## src/rtl/quad_decoder.sv

```systemverilog
`default_nettype none
// ============================================================================
// Module   : quad_decoder
// Purpose  : Rotary-encoder front end. Synchronizes and debounces the raw
//            A/B quadrature channels and a push-button, decodes full
//            detent cycles into a bounded position counter, and reports
//            illegal quadrature transitions.
// Ports    : clk        - system clock, all logic on the rising edge
//            rst_n      - synchronous active-low reset
//            a_in, b_in - raw encoder channels (asynchronous, idle high)
//            btn_in     - raw push-button (asynchronous, active high)
//            clr        - synchronous count clear (active high)
//            count      - position, 0..CNT_MAX
//            dir        - direction of last counted step (1 = increment)
//            step       - one-cycle pulse per counted detent
//            btn_press  - one-cycle pulse per debounced button press
//            err        - one-cycle pulse on an illegal A/B transition
// Revision : 1.0 - initial release
// ============================================================================
module quad_decoder #(
  parameter int CNT_W      = 5,
  parameter int CNT_MAX    = 19,
  parameter int DEB_CYCLES = 4,
  parameter int WRAP       = 1
) (
  input  logic             clk,
  input  logic             rst_n,
  input  logic             a_in,
  input  logic             b_in,
  input  logic             btn_in,
  input  logic             clr,
  output logic [CNT_W-1:0] count,
  output logic             dir,
  output logic             step,
  output logic             btn_press,
  output logic             err
);

  // --------------------------------------------------------------------------
  // Constants
  // --------------------------------------------------------------------------
  localparam int N_CH   = 3;
  localparam int CH_A   = 0;
  localparam int CH_B   = 1;
  localparam int CH_BTN = 2;

  // Debounce run counter only needs to reach DEB_CYCLES-1: the cycle that
  // would make it DEB_CYCLES is the one that updates the filtered value.
  localparam int               DEB_W    = (DEB_CYCLES > 1) ? $clog2(DEB_CYCLES) : 1;
  localparam logic [DEB_W-1:0] DEB_LAST = DEB_W'(DEB_CYCLES - 1);

  // Idle levels of each channel: A and B rest high, button rests low.
  localparam logic [N_CH-1:0]  IDLE_LVL = 3'b011;

  localparam logic [CNT_W-1:0] CNT_TOP  = CNT_W'(CNT_MAX);

  // --------------------------------------------------------------------------
  // Parameter legality
  // --------------------------------------------------------------------------
  if ((CNT_MAX < 0) || (longint'(CNT_MAX) >= (longint'(1) << CNT_W))) begin : g_bad_cnt_max
    $error("quad_decoder: CNT_MAX must lie in 0 .. 2**CNT_W-1");
  end

  if (DEB_CYCLES < 1) begin : g_bad_deb_cycles
    $error("quad_decoder: DEB_CYCLES must be at least 1");
  end

  // --------------------------------------------------------------------------
  // Input conditioning: 2-flop synchronizer followed by a debounce filter,
  // one identical lane per raw input.
  // --------------------------------------------------------------------------
  logic [N_CH-1:0] raw_in;
  logic [N_CH-1:0] filt;

  assign raw_in = {btn_in, b_in, a_in};

  for (genvar ch = 0; ch < N_CH; ch++) begin : g_chan
    logic             sync1_q;
    logic             sync2_q;
    logic             filt_q;
    logic             filt_d;
    logic [DEB_W-1:0] deb_cnt_q;
    logic [DEB_W-1:0] deb_cnt_d;

    // The run counter tracks how many consecutive cycles the synchronized
    // value has disagreed with the filtered value. Any agreeing cycle
    // (a glitch back to the old level) clears the run.
    always_comb begin
      filt_d    = filt_q;
      deb_cnt_d = '0;
      if (sync2_q != filt_q) begin
        if (deb_cnt_q == DEB_LAST) begin
          filt_d = sync2_q;
        end else begin
          deb_cnt_d = deb_cnt_q + DEB_W'(1);
        end
      end
    end

    always_ff @(posedge clk) begin
      if (!rst_n) begin
        sync1_q   <= IDLE_LVL[ch];
        sync2_q   <= IDLE_LVL[ch];
        filt_q    <= IDLE_LVL[ch];
        deb_cnt_q <= '0;
      end else begin
        sync1_q   <= raw_in[ch];
        sync2_q   <= sync1_q;
        filt_q    <= filt_d;
        deb_cnt_q <= deb_cnt_d;
      end
    end

    assign filt[ch] = filt_q;
  end

  // --------------------------------------------------------------------------
  // Quadrature decoder and position counter
  // --------------------------------------------------------------------------
  typedef enum logic [2:0] {
    S_IDLE = 3'd0,
    S_R1   = 3'd1,
    S_R2   = 3'd2,
    S_R3   = 3'd3,
    S_L1   = 3'd4,
    S_L2   = 3'd5,
    S_L3   = 3'd6
  } state_t;

  state_t          state_q;
  state_t          state_d;
  logic [N_CH-1:0] filt_prev_q;
  logic [N_CH-1:0] filt_prev_d;
  logic [CNT_W-1:0] count_q;
  logic [CNT_W-1:0] count_d;
  logic            dir_q;
  logic            dir_d;
  logic            step_q;
  logic            step_d;
  logic            btn_press_q;
  logic            btn_press_d;
  logic            err_q;
  logic            err_d;

  logic            fa;
  logic            fb;
  logic            illegal;
  logic            inc_ev;
  logic            dec_ev;

  assign fa = filt[CH_A];
  assign fb = filt[CH_B];

  always_comb begin
    state_d     = state_q;
    filt_prev_d = filt;
    count_d     = count_q;
    dir_d       = dir_q;
    inc_ev      = 1'b0;
    dec_ev      = 1'b0;

    // Both filtered channels changing on the same edge means a phase was
    // skipped, so the direction cannot be trusted.
    illegal = (fa ^ filt_prev_q[CH_A]) & (fb ^ filt_prev_q[CH_B]);

    if (illegal) begin
      state_d = S_IDLE;
    end else begin
      case (state_q)
        S_IDLE: begin
          if (!fb) begin
            state_d = S_R1;
          end else if (!fa) begin
            state_d = S_L1;
          end
        end
        S_R1: begin
          if (fb) begin
            state_d = S_IDLE;
          end else if (!fa) begin
            state_d = S_R2;
          end
        end
        S_R2: begin
          if (fa) begin
            state_d = S_R1;
          end else if (fb) begin
            state_d = S_R3;
          end
        end
        S_R3: begin
          if (!fb) begin
            state_d = S_R2;
          end else if (fa) begin
            state_d = S_IDLE;
            inc_ev  = 1'b1;
          end
        end
        S_L1: begin
          if (fa) begin
            state_d = S_IDLE;
          end else if (!fb) begin
            state_d = S_L2;
          end
        end
        S_L2: begin
          if (fb) begin
            state_d = S_L1;
          end else if (fa) begin
            state_d = S_L3;
          end
        end
        S_L3: begin
          if (!fa) begin
            state_d = S_L2;
          end else if (fb) begin
            state_d = S_IDLE;
            dec_ev  = 1'b1;
          end
        end
        default: begin
          state_d = S_IDLE;
        end
      endcase
    end

    // Position update; a saturated hold still counts as an event.
    if (inc_ev) begin
      dir_d = 1'b1;
      if (count_q == CNT_TOP) begin
        count_d = (WRAP != 0) ? '0 : count_q;
      end else begin
        count_d = count_q + CNT_W'(1);
      end
    end else if (dec_ev) begin
      dir_d = 1'b0;
      if (count_q == '0) begin
        count_d = (WRAP != 0) ? CNT_TOP : count_q;
      end else begin
        count_d = count_q - CNT_W'(1);
      end
    end

    // Clear wins over a coincident event for the count only; dir and step
    // still describe the event.
    if (clr) begin
      count_d = '0;
    end

    step_d      = inc_ev | dec_ev;
    err_d       = illegal;
    btn_press_d = filt[CH_BTN] & ~filt_prev_q[CH_BTN];
  end

  always_ff @(posedge clk) begin
    if (!rst_n) begin
      state_q     <= S_IDLE;
      filt_prev_q <= IDLE_LVL;
      count_q     <= '0;
      dir_q       <= 1'b0;
      step_q      <= 1'b0;
      btn_press_q <= 1'b0;
      err_q       <= 1'b0;
    end else begin
      state_q     <= state_d;
      filt_prev_q <= filt_prev_d;
      count_q     <= count_d;
      dir_q       <= dir_d;
      step_q      <= step_d;
      btn_press_q <= btn_press_d;
      err_q       <= err_d;
    end
  end

  assign count     = count_q;
  assign dir       = dir_q;
  assign step      = step_q;
  assign btn_press = btn_press_q;
  assign err       = err_q;

endmodule
`default_nettype wire

```

## config.mk

```make
export PLATFORM = sky130hd
export DESIGN_NAME = quad_decoder
export DESIGN_NICKNAME = d
export VERILOG_FILES = /design/src/rtl/quad_decoder.sv
export SDC_FILE = /design/constraint.sdc
export NUM_CORES = 1
export LEC_CHECK = 0
export CORE_ASPECT_RATIO = 0.75
export CORE_MARGIN = 2
export CORE_UTILIZATION = 40
export DETAILED_ROUTE_END_ITERATION = 6
export SYNTH_ARGS = -nofsm -noshare
export SYNTH_HDL_FRONTEND = slang
export SYNTH_SLANG_ARGS = --single-unit
export TNS_END_PERCENT = 5
```

## constraint.sdc

```tcl
create_clock -name clk -period 1.51 [get_ports clk]
set_input_delay 0.3775 -clock clk [delete_from_list [all_inputs] [get_ports clk]]
set_output_delay 0.3775 -clock clk [all_outputs]
set_load 0.01 [all_outputs]
```

======== Word-level counts from Yosys, hierarchy flattened ========
Cells that the tools add are included.
word-level totals
  memory bits (writable) .................. 0
  bits in latches ......................... 0
  memory bits (read-only) ................. 0
  bits of input ports ..................... 6
  memories ................................ 0
  flip-flop bits (word level) ............. 30
cells by class
  add/sub/neg operators ................... 5
  order comparisons ....................... 0
  multiply operators ...................... 0
  eq/ne operators ......................... 20
  reductions and logical operators ........ 12
  div/mod/pow operators ................... 0
  multiplexer cells ....................... 29
  shift-type cells ........................ 0
  bitwise operators ....................... 10
operators with widths
  kind                   count
  $mux W3                14
  $ne A3 B3 Y1 const B   7
  $pmux W3 S7            1
  $mux W5                4
  $mux W1                10
  $eq A3 B3 Y1 const B   3
  $reduce_or A3 Y1       3
  $reduce_and A7 Y1      1
  $add A2 B1 Y2 const B  3
  $eq A2 B2 Y1 const B   3
  $eq A3 B2 Y1 const B   2
  $reduce_and A2 Y1      3
  $add A5 B1 Y5 const B  1
  $eq A5 B5 Y1 const B   1
  $logic_not A5 Y1       1
  $not A1 Y1             5
  $sub A5 B1 Y5 const B  1
  $reduce_or A2 Y1       2
  $eq A3 B1 Y1 const B   1
  $logic_not A3 Y1       1
  $ne A1 B1 Y1           3
  $and A1 B1 Y1          2
  $reduce_bool A2 Y1     1
  $xor A1 B1 Y1          2
  $or A1 B1 Y1           1

======== Longest topological paths before layout ========
Gate-level depths: netlist of the first run.
  depth in word-level cells ............... 6
  gate-level depth with buffers ........... 6
  depth with buffers taken out ............ 6

======== Worst setup path after synthesis of the first run ========
OpenSTA, ideal clock, no wires.
  kind .................................... register to register
  from .................................... register count_q[0], in the netlist count[0]
  to ...................................... register count_q[4], in the netlist count[4]
  cell stages (with the launch flop) ...... 7
  clock period less this slack ............ 1.478 ns
  buffers on the path ..................... 0
  library setup time ...................... 0.126 ns
  arrival time ............................ 1.352 ns
  required time ........................... 1.384 ns
  slack ................................... 0.032 ns
  path through ............................ dfxtp_1 > inv_1 > ha_1 > or2_2 > a21oi_1 > a31o_2 > a221oi_2
on the way
  word-level cells in the longest chain between the ends .. 4
RTL lines
  element                                            RTL line  source
  start, declared                                    134       logic [CNT_W-1:0] count_q;
  start signal, assigned                             267       count_q <= count_d;
  $sub A5 B1 Y5 or $logic_not A5 Y1 (tied branches)  240, 237
  $mux W5                                            237       if (count_q == '0) begin
  $mux W5                                            235       end else if (dec_ev) begin
  $mux W5 (*)                                        228       if (inc_ev) begin
Every way passes the cells marked *; elsewhere a longest branch is shown, timed or not. The select of a mux whose other input is x is not followed.
A chain may end at the register's enable or synchronous reset.

======== Worst setup path in the final report of the first run ========
Same ends and word-level chain as after synthesis.

==> flow_summary.toml, run 1 <==
[status]
outcome = "completed"

[worst_setup_path]
slowest_delay_ns = 0.37
crit_path_end = "count[4]"
cp-start-kind = "flip-flop"
r2r-start = "count[0]"
path_depth = 6
endpoint_kind = "flip-flop"
r2r_cells = 6
worst-path-buf-inv = 1
crit_chain = "inv_1, ha_2, or2_2, a21oi_1, a31o_2, a221oi_2"
timing.rr.end = "count[4]"
crit_start = "count[0]"
crit_family = "flip-flops"
r2r_slack_ns = 0.12
arrival_ns = 1.56
crit_required_ns = 1.67
path_max_fanout = 5
crit_slowest_cell = "dfxtp_2"
path_class = "reg2reg"

[drt]
num_vias = 1190
route.detailed.drc = 0
first_pass_iters = 4
finalWirelength_mm = 3.00
antenna_left = 0
viasPerCell = 5.02
drtIter0Drc = 72
routedWlPerCell_um = 12.7

[timing]
min_period_over_period_pct = 92.3
fin_ws_ns = 0.116
setup_viol = 0
worstMarginPinSlew_ns = 0.311
timing.final.crit_period_ns = 1.39
fin_skew_ns = 0.00745
slew_violations = 0
max_freq_mhz = 717
rsz0062_at_grt = "no"
max_slew_margin_pct = 79.2
hold_viol = 0

[pwr]
internal-power_w = 0.00120
p_per_area_nw_per_um2 = 803
power_leakage_nw = 0.792
peakVddDrop_v = 0.000452
p_comb_share_pct = 3.3
p_switching_w = 0.000310
swShare_pct = 20.6
clkPwrFrac_pct = 43.3
power_frac_seq_pct = 53.4

[die]
pin_count = 15
std_cell_rows = 19
start_util_pct = 41.8
die_y_um = 57.7
placeableCoreArea_um2 = 3680
die_area_um2 = 4360
die_x_um = 75.6

[grt]
grt_pass1_vias = 1087
grt-ovfl-total = 0
grt_use_total_pct = 15.8
antenna_found_initial = 0
grt_max_degree = 12
grt_pass1_wl_mm = 5.09

[logic_synthesis]
ys_seq_area_share_pct = 39.0
synth_warnings = 0
ys_ff_latch = 30
synth_fp_nets = 170
syn_area_per_cell_um2 = 9.74
ys_types = 48
syn-instance-count = 158
synth-main-ff-cell = "dfxtp_1"
synthArstFlopShare_pct = 0
syn_area_um2 = 1540
synth-edff-count = 0

[cts]
numClockSinks = 30
root_buffer = "clkbuf_8"
numCtsBuffers = 5
cts.clk_slew.worst_paths_ns = 0.06
clock_latency_ns = 0.28
cts_tree = "yes"
cts_max_path_buffers = 2
h-tree-depth = 2

[final_layout]
syn2layout_area_growth_pct = 22.1
drive_gt1_share_pct = 21.1
fin_cells = 237
final_nets = 196
diodes = 0
final_core_util_pct = 51.0

[min_path]
hold_path.class = "reg2reg"

[job]
maxCapViolations = 0

[placement]
place_congestion = 0.833
hpwlAfterDp_mm = 2.24
pre_cts_ws_ns = -0.00332
placed_cells = 229
port_buffers = 14
-- cell type report --
type                    count  area, um^2
clock inverters             1        5.00
flip-flops and latches     30         602
multi-input cells         114         857
fillers                   336        1810
well taps                  52        65.1
clock buffers               7        86.3
repair buffers             28         245
inverters                   5        18.8
-- power by group through the flow --
stage,Clock [W],Sequential [W],Combinational [W]
detailed placement,0,0.000823,0.0000502
finish,0.000653,0.000806,0.0000504
global route,0.000714,0.000806,0.0000563
CTS,0.000673,0.000806,0.0000506
global placement,0,0.000823,0.0000480
floorplan,0,0.000822,0.0000235
-- layout by cell type (no fill, tap or decap), drive strengths merged, types with 2 or more instances in the layout --
cell and n:
nor2b 8, nor4b 3, dfxtp 30, buf 14, nor4bb 3, clkbuf 7
inv 5, and3b 2, a31oi 3, dlymetal6s2s 3, nand2b 11, dlygate4sd2 6
ha 6, clkdlybuf4s50 5, and2 6, mux2i 3, xnor2 6, a21oi 9
nor3b 2, nand2 9, nand3 4, nor2 5, o21ai 12
-- routing by layer --
layer,global-route usage (%),part of all wire (%)
met1,22.8,52
met2,21.4,43
met3,4.87,4.6
met4,7.52,0.97
met5,0,0
-- worst min-delay path by stage --
stage / depth (start not counted) / slack (ns) / start / endpoint
global placement: 1 / 0.37 / filt_prev_q[2] / btn_press
detailed placement: 1 / 0.38 / filt_prev_q[2] / btn_press
floorplan: 1 / 0.37 / filt_prev_q[2] / btn_press
CTS: 1 / 0.39 / filt_prev_q[2] / btn_press
finish: 1 / 0.38 / filt_prev_q[2] / btn_press
global route: 1 / 0.39 / filt_prev_q[2] / btn_press
-- repair_timing --
action                     CTS  global route
setup buffers                0             0
gates resized for setup      7             5
hold buffers                 0             0
setup endpoints to repair    6             6
-- state kept, by name, indices dropped and copies added (netlist names), 3 cells and up --
name and flops:
count 5, filt_prev_q 3, g_chan.sync2_q 3, state_q 3, g_chan.deb_cnt_q 6, g_chan.sync1_q 3
-- cells in the mapped netlist (3+ instances only) --
| cell type | number | share of area, % |
|---|---|---|
| dfxtp_1 | 30 | 39 |
| nand2b_1 | 11 | 4.5 |
| a21oi_1 | 8 | 2.6 |
| nand2_1 | 8 | 2.0 |
| nor2b_1 | 8 | 3.3 |
| o21ai_0 | 8 | 2.6 |
| and2_1 | 6 | 2.4 |
| ha_1 | 6 | 4.9 |
| xnor2_1 | 6 | 3.4 |
| inv_1 | 5 | 1.2 |
| buf_6 | 4 | 2.9 |
| nand3_1 | 4 | 1.3 |
| nor2_1 | 4 | 0.98 |
| a31oi_1 | 3 | 1.2 |
| buf_2 | 3 | 0.98 |
| mux2i_1 | 3 | 2.0 |
| nor4b_1 | 3 | 1.7 |
| nor4bb_1 | 3 | 2.0 |
-- kinds of logic after synthesis --
family,count (synthesis),share of synthesized area (%)
simple gates,60,24.9
buf+inv,14,5.61
xor+xnor,7,3.98
flops,30,39.0
fa+ha+maj,6,4.88
compound gates,38,19.7
mux,3,1.95
-- stage by stage --
stage | setup TNS, ns | area [um^2] | hold slack [ns] | power, W
6_report | 0 | 1880 | 0.382 | 0.00151
5_1_grt | 0 | 1880 | 0.390 | 0.00158
4_1_cts | 0 | 1870 | 0.386 | 0.00153
3_5_place_dp | -0.00332 | 1780 | 0.383 | 0.000873
3_3_place_gp | 0 | 1780 | 0.372 | 0.000871
2_1_floorplan | 0 | 1540 | 0.367 | 0.000846
Note: power is estimated with default switching activity, not from simulation.
==> inputs of run 2 (changes only) <==
--- a/config.mk
+++ b/config.mk
@@ -6,7 +6,7 @@
 export NUM_CORES = 1
 export LEC_CHECK = 0
 export CORE_ASPECT_RATIO = 0.75
-export CORE_MARGIN = 2
+export CORE_MARGIN = 3
 export CORE_UTILIZATION = 40
 export DETAILED_ROUTE_END_ITERATION = 6
 export SYNTH_ARGS = -nofsm -noshare
==> run 2 against run 1 <==
Critical path depth stayed put. Worst hold slack improved by 0.0013 ns. Sequential power about the same. Fmax fell by 2.1%. Clock skew up 0.0018 ns. Total power is 0.77% lower. Via count is 1.4% higher. Critical path type unchanged.
==> flow_summary.toml, run 2 (synthesis results as in run 1) <==
[pwr]
p_switching_w = 0.000341
clkPwrFrac_pct = 42.8
power_w = 0.00150
power_frac_seq_pct = 53.8
internal-power_w = 0.00116
power_leakage_nw = 0.763
swShare_pct = 22.8
p_per_area_nw_per_um2 = 797
p_comb_share_pct = 3.4
peakVddDrop_v = 0.000493

[timing]
worstMarginPinSlew_ns = 0.291
setup_viol = 0
fin_skew_ns = 0.00929
rsz0062_at_grt = "no"
timing.final.crit_period_ns = 1.42
max_freq_mhz = 702
fin_ws_ns = 0.0857
hold_viol = 0
slew_violations = 0
max_slew_margin_pct = 80.6
min_period_over_period_pct = 94.3

[die]
die_x_um = 77.6
pin_count = 15
std_cell_rows = 18
die_area_um2 = 4640
placeableCoreArea_um2 = 3490
start_util_pct = 44.1
die_y_um = 59.7

[final_layout]
largest_register_ffs = 6
syn2layout_area_growth_pct = 22.0
final_core_util_pct = 53.8
diodes = 0
final_cell_mix = "29 x dfxtp_1, 13 x buf_4, 11 x nand2b_1"
final_common_cell = "dfxtp_1"
top_register = "g_chan.deb_cnt_q"
final_nets = 196
drive_gt1_share_pct = 21.1

[grt]
antenna_found_initial = 0
grt_use_total_pct = 14.6
grt_pass1_vias = 1135
grt_pass1_wl_mm = 5.23
grt-ovfl-total = 0
grt_max_degree = 19

[drt]
viasPerCell = 5.14
finalWirelength_mm = 3.04
wl_met1_mm = 1.46
drtIter0Drc = 81
met2_length_mm = 1.33
wl_met3_um = 226
first_pass_iters = 4
routedWlPerCell_um = 12.9
antenna_left = 0
num_vias = 1207
highest-signal-layer = "met4"
route.detailed.drc = 0

[cts]
root_buffer = "clkbuf_8"
cts_tree = "yes"
cts_max_path_buffers = 2
numCtsBuffers = 5
clock_latency_ns = 0.28
numClockSinks = 30
cts.clk_slew.worst_paths_ns = 0.07
h-tree-depth = 2

[status]
outcome = "completed"

[worst_setup_path]
cp-start-kind = "flip-flop"
endpoint_kind = "flip-flop"
arrival_ns = 1.58
path_class = "reg2reg"
path_max_fanout = 4
crit_required_ns = 1.67

[placement]
pre_cts_ws_ns = -0.0285
place_congestion = 0.875
hpwlAfterDp_mm = 2.25
port_buffers = 14

[job]
maxCapViolations = 0

[min_path]
hold_path.class = "reg2reg"
==> run 2: per-layer routing <==
layer / GRT usage, % / vias to the layer above
met4: 4.31 / 0
met2: 21.2 / 35
met3: 6.48 / 2
met5: 0 / -
met1: 19.5 / 562
li1: - / 608
==> run 2: stage by stage <==
step	cell area, um^2	hold WS, ns	std cells	setup TNS (ns)
global placement	1790	0.374	227	0
global route	1880	0.395	235	0
floorplan	1540	0.367	158	0
finish	1880	0.384	235	0
CTS	1870	0.384	235	0
detailed placement	1790	0.374	227	-0.0497
==> run 2: worst max-delay path: stages (launching register included) <==
cell and delay [ns]:
dfxtp_1 0.38, inv_1 0.10, ha_1 0.22, or2_2 0.30
a21oi_1 0.15, a31o_2 0.13, a221oi_2 0.05
==> run 2: area by class of cell <==
type,count,area (um^2)
repair buffers,28,250
flip-flops and latches,30,602
fillers,322,1610
inverters,5,18.8
clock buffers,5,68.8
multi-input cells,114,855
well taps,50,62.6
clock inverters,3,21.3
==> run 2: power by group through the flow <==
stage	clock network, W	logic (W)	registers (W)
after global routing	0.000710	0.0000565	0.000806
after detailed placement	0	0.0000519	0.000823
after CTS	0.000663	0.0000521	0.000805
after floorplan	0	0.0000235	0.000822
after global placement	0	0.0000503	0.000823
final	0.000641	0.0000514	0.000805
==> run 2: what timing repair did <==
action / in CTS / in global routing
setup buffers: 0 / 0
setup endpoints to repair: 8 / 4
hold buffers: 0 / 0
resized for setup: 9 / 3
==> run 2: final timing paths <==
check / startpoint / endpoint / slack, ns / cells past startpoint
max: count[0] / count[4] / 0.09 / 6
min reg2reg: filt_prev_q[2] / btn_press / 0.38 / 1
max reg2reg: count[0] / count[4] / 0.09 / 6
min: filt_prev_q[2] / btn_press / 0.38 / 1
==> inputs of run 3 (changes only) <==
--- a/config.mk
+++ b/config.mk
@@ -5,6 +5,7 @@
 export SDC_FILE = /design/constraint.sdc
 export NUM_CORES = 1
 export LEC_CHECK = 0
+export CAP_MARGIN = 30
 export CORE_ASPECT_RATIO = 0.75
 export CORE_MARGIN = 3
 export CORE_UTILIZATION = 40
==> results of run 3 <==
The final DEF is identical to that of run 2; final timing and power are the same.
